`config.mk`:
```
export PLATFORM = sky130hd
export DESIGN_NAME = even_down_counter
export DESIGN_NICKNAME = d
export VERILOG_FILES = /design/src/rtl/even_down_counter.sv
export SDC_FILE = /design/constraint.sdc
export NUM_CORES = 1
export LEC_CHECK = 0
export BUFFER_PORTS_ARGS = -buffer_cell sky130_fd_sc_hd__buf_2
export CAP_MARGIN = 10
export CORE_AREA = 4 4 41 43
export CTS_BUF_LIST = sky130_fd_sc_hd__clkbuf_16
export DETAILED_ROUTE_END_ITERATION = 10
export DIE_AREA = 0 0 45 47
export PLACE_DENSITY = 0.54
export SLEW_MARGIN = 20
export SYNTH_ARGS = -nofsm -noshare
export SYNTH_HDL_FRONTEND = slang
export SYNTH_SLANG_ARGS = --single-unit
export TNS_END_PERCENT = 20
```
`constraint.sdc`:
```
create_clock -name clk -period 1.4 [get_ports clk]
set_input_delay 0.07 -clock clk [delete_from_list [all_inputs] [get_ports clk]]
set_output_delay 0.07 -clock clk [all_outputs]
set_load 0.01 [all_outputs]
```
`src/rtl/even_down_counter.sv`:
```
// even_down_counter: even down counter by STEP with load/en/wrap_en in; count, tc, underflow, busy (COUNT state) out
module even_down_counter #(
  parameter int WIDTH = 4,
  parameter int STEP = 2
) (
  input  logic             clk,
  input  logic             rst,
  input  logic             load,
  input  logic [WIDTH-1:0] load_val,
  input  logic             en,
  input  logic             wrap_en,
  output logic [WIDTH-1:0] count,
  output logic             tc,
  output logic             underflow,
  output logic             busy
);
  if (STEP % 2 != 0 || STEP < 2 || STEP >= 2 ** WIDTH) begin : g_bad_step
    $error("STEP must be even with 2 <= STEP < 2**WIDTH");
  end
  typedef enum logic [1:0] {IDLE, COUNT, DONE} state_t;
  localparam logic [WIDTH-1:0] STEP_V = WIDTH'(STEP);
  localparam logic [WIDTH-1:0] MAXE = '0 - STEP_V;
  state_t state;
  logic [WIDTH-1:0] ld;
  assign ld = load_val & ~{{(WIDTH-1){1'b0}}, 1'b1};
  always_ff @(posedge clk) begin
    if (rst) begin
      state <= IDLE;
      count <= '0;
      tc <= 1'b0;
      underflow <= 1'b0;
      busy <= 1'b0;
    end else begin
      tc <= 1'b0;
      underflow <= 1'b0;
      if (load) begin
        count <= ld;
        state <= (ld == '0) ? DONE : COUNT;
        busy <= (ld != '0);
        tc <= (ld == '0);
      end else if (en && state == COUNT) begin
        count <= (count > STEP_V) ? count - STEP_V : '0;
        state <= (count > STEP_V) ? COUNT : DONE;
        busy <= (count > STEP_V);
        tc <= (count <= STEP_V);
      end else if (en && wrap_en && state == DONE) begin
        count <= MAXE;
        state <= COUNT;
        busy <= 1'b1;
        underflow <= 1'b1;
      end
    end
  end
endmodule

```
==> results.txt <==
Slew @ Worst Pin = 0.289 ns
post-synthesis sequential area ratio = 0.369
outcome = completed
Worst VDD drop = 1140 uV
Die ar. = 0.00212 mm^2
slowest cell on the critical path = dfxtp_1
max-slew violation count = 0
first-pass GRT wire length = 1450 um
Post-CTS Resized = 0
total power = 0.854 mW
Max Cap Violations = 0
DRT antenna net count = 0
critical path capture point type = flop
Startpoint Class = flop
Die Y = 47 um
Worst Skew = 0.000995 ns
starting density of the core = 0.334
Crit path required time = 1.51 ns
synthesized cell area = 434 um^2
Final Setup Violations = 0
final worst path period need = 1.21 ns
sequential share of power = 0.305
worst skew pair latency = 0.23 ns
slew margin rel. = 0.807
unrepaired setup endpoints after global routing = false
Ports = 16
Unique masters post-synth = 21
Sw Pwr = 0.185 mW
reg2reg start = count[1]
vias = 390
Area after DPL = 523 um^2
post-DP HPWL = 729 um
DRC = 0
CTS tree = built
via/cell ratio = 4.94
# rows = 13
worst setup path start = count[1]
Fmax achieved = 826 MHz
clock tree buffer depth = 2
Routed WL per cell = 11.3 um
worst flop-to-flop path endpoint = count[3]
worst min path class = in -> reg
starting DRC count in detailed routing = 4
core area = 0.00130 mm^2
Gate Count Post-Synth = 47
vias in the first global route = 346
R2R setup slack = 0.19 ns
worst-path maximum fanout = 4
diode count = 0
Root Buffer = clkbuf_16
Tcrit/Tclk final = 0.865
Comb power frac = 0.142
Worst Hold Launch = en
H-tree depth = 1
initial antenna violation count = 0
Critical Path Sink = count[3]
hold_buf cts = 0
syn nets = 57
clock transition at the registers of the reported paths = 0.04 ns
Sum Neg Setup Slack = 0 ns
final instance area = 598 um^2
Die W = 45 um
CP Class = reg -> reg
R2R depth = 6
GRT Total Usage = 0.0982
largest net degree at the start of global routing = 8
switching share of power = 0.217
Clock power frac = 0.553
Post-CTS Setup Inserts = 0
hold slack final = 0.0627 ns
max incr delay on CP = 0.37 ns
GR Overflow Total = 0
Mapped Avg Cell Area = 9.24 um^2
share of cells above drive strength 1 = 0.391
P&R area growth vs syn = 37.8%
register bit count reported by yosys = 8
Final GP Congestion = 0.705
Buffers on Ports = 14
CP Cell Sequence = inv_1, ha_1, nand2b_1, o21ai_1, a22oi_1, nor3_2
nets = 76
clock sink count = 8
final WL = 894 um
CP arrival = 1.33 ns
cell leakage power = 0.278 nW
drt pass-1 iters = 4
Num CTS Buffers = 3
Cell Pwr Density = 1430 mW/mm^2
synth warn = 0
Fin. Hold Viols = 0
Power Internal = 0.669 mW
==> cell families (layout without fill, tap and decap cells) <==
logic type | after synthesis | in the layout | share of synthesized area
flops | 8 | 8 | 0.369
buf+inv | 3 | 20 | 0.0259
compound gates | 14 | 14 | 0.268
simple gates | 21 | 21 | 0.308
fa+ha+maj | 1 | 1 | 0.0288
==> power groups by stage <==
stage | Combinational [mW] | Sequential, mW | Clock, mW
floorplan | 0.0761 | 0.268 | 0
global placement | 0.122 | 0.264 | 0
detailed placement | 0.122 | 0.264 | 0
CTS | 0.123 | 0.260 | 0.491
global route | 0.137 | 0.262 | 0.502
finish | 0.121 | 0.260 | 0.472
==> area by class of cell <==
type / instances / area [um^2]
inverter: 3 / 11.3
tap: 15 / 18.8
fill: 140 / 703
multi-input combinational: 36 / 263
clock buffer: 3 / 75.1
timing repair buffer: 14 / 70.1
sequential: 8 / 160
==> cell usage after synthesis (all sizes together) <==
cell	number	share of area
a211oi	1	0.029
a21oi	3	0.035
a221oi	1	0.035
a22o	1	0.040
a22oi	1	0.017
a31o	1	0.020
a31oi	1	0.029
and4bb	1	0.037
dfxtp	8	0.37
ha	1	0.029
inv	3	0.026
nand2	4	0.035
nand2b	3	0.043
nand3b	1	0.046
nor2	7	0.061
nor2b	2	0.029
nor3	3	0.058
o21ai	4	0.046
o21bai	1	0.017
==> critical path: cells and delay by family (launching register included) <==
| family | cells | cell delay [ns] |
|---|---|---|
| fa+ha+maj | 1 | 0.22 |
| compound gates | 2 | 0.27 |
| simple gates | 2 | 0.14 |
| flops | 1 | 0.37 |
| buf+inv | 1 | 0.10 |
==> metrics by stage <==
step / cells / worst slack (ns) / util
after floorplan: 47 / 0.201 / -
after global placement: 76 / 0.221 / 0.402
after detailed placement: 76 / 0.177 / 0.402
after CTS: 79 / 0.172 / 0.460
after global routing: 79 / 0.102 / 0.460
final: 79 / 0.189 / 0.460
==> layer usage <==
metal	routed length (um)	global-route usage	vias to the layer above
li1	-	-	207
met1	426	0.117	169
met2	376	0.147	14
met3	91	0.0575	0
met4	0	0.0351	0
met5	0	0	-
==> sequential cells by signal, indices dropped and copies added (netlist names) <==
| register | flops |
|---|---|
| underflow | 1 |
| count | 4 |
| state | 2 |
| tc | 1 |
==> how the worst min path moves through the flow <==
stage	end	slack, ns	depth (start not counted)
after floorplan	state[0]	0.14	1
after global routing	count[0]	0.1	2
final	count[0]	0.06	2
after global placement	count[0]	0.30	2
after detailed placement	count[0]	0.30	2
after CTS	count[0]	0.05	2
==> placed cells by master (no fill, tap or decap) <==
| cell type | synthesis | layout |
|---|---|---|
| nor3_2 | 2 | 2 |
| a21oi_1 | 3 | 3 |
| o21ai_0 | 2 | 2 |
| ha_1 | 1 | 1 |
| dfxtp_1 | 8 | 8 |
| clkbuf_16 | 0 | 3 |
| nand2b_1 | 3 | 3 |
| a22o_4 | 1 | 1 |
| and4bb_4 | 1 | 1 |
| a211oi_2 | 1 | 1 |
| buf_2 | 0 | 14 |
| o21ai_1 | 2 | 2 |
| nand2_1 | 4 | 4 |
| nor2b_1 | 2 | 2 |
| inv_1 | 3 | 3 |
| nand3b_4 | 1 | 1 |
| a221oi_2 | 1 | 1 |
| o21bai_1 | 1 | 1 |
| nor3_1 | 1 | 1 |
| a31o_1 | 1 | 1 |
| a22oi_1 | 1 | 1 |
| a31oi_2 | 1 | 1 |
| nor2_1 | 7 | 7 |
(Power assumes the default switching activity.)
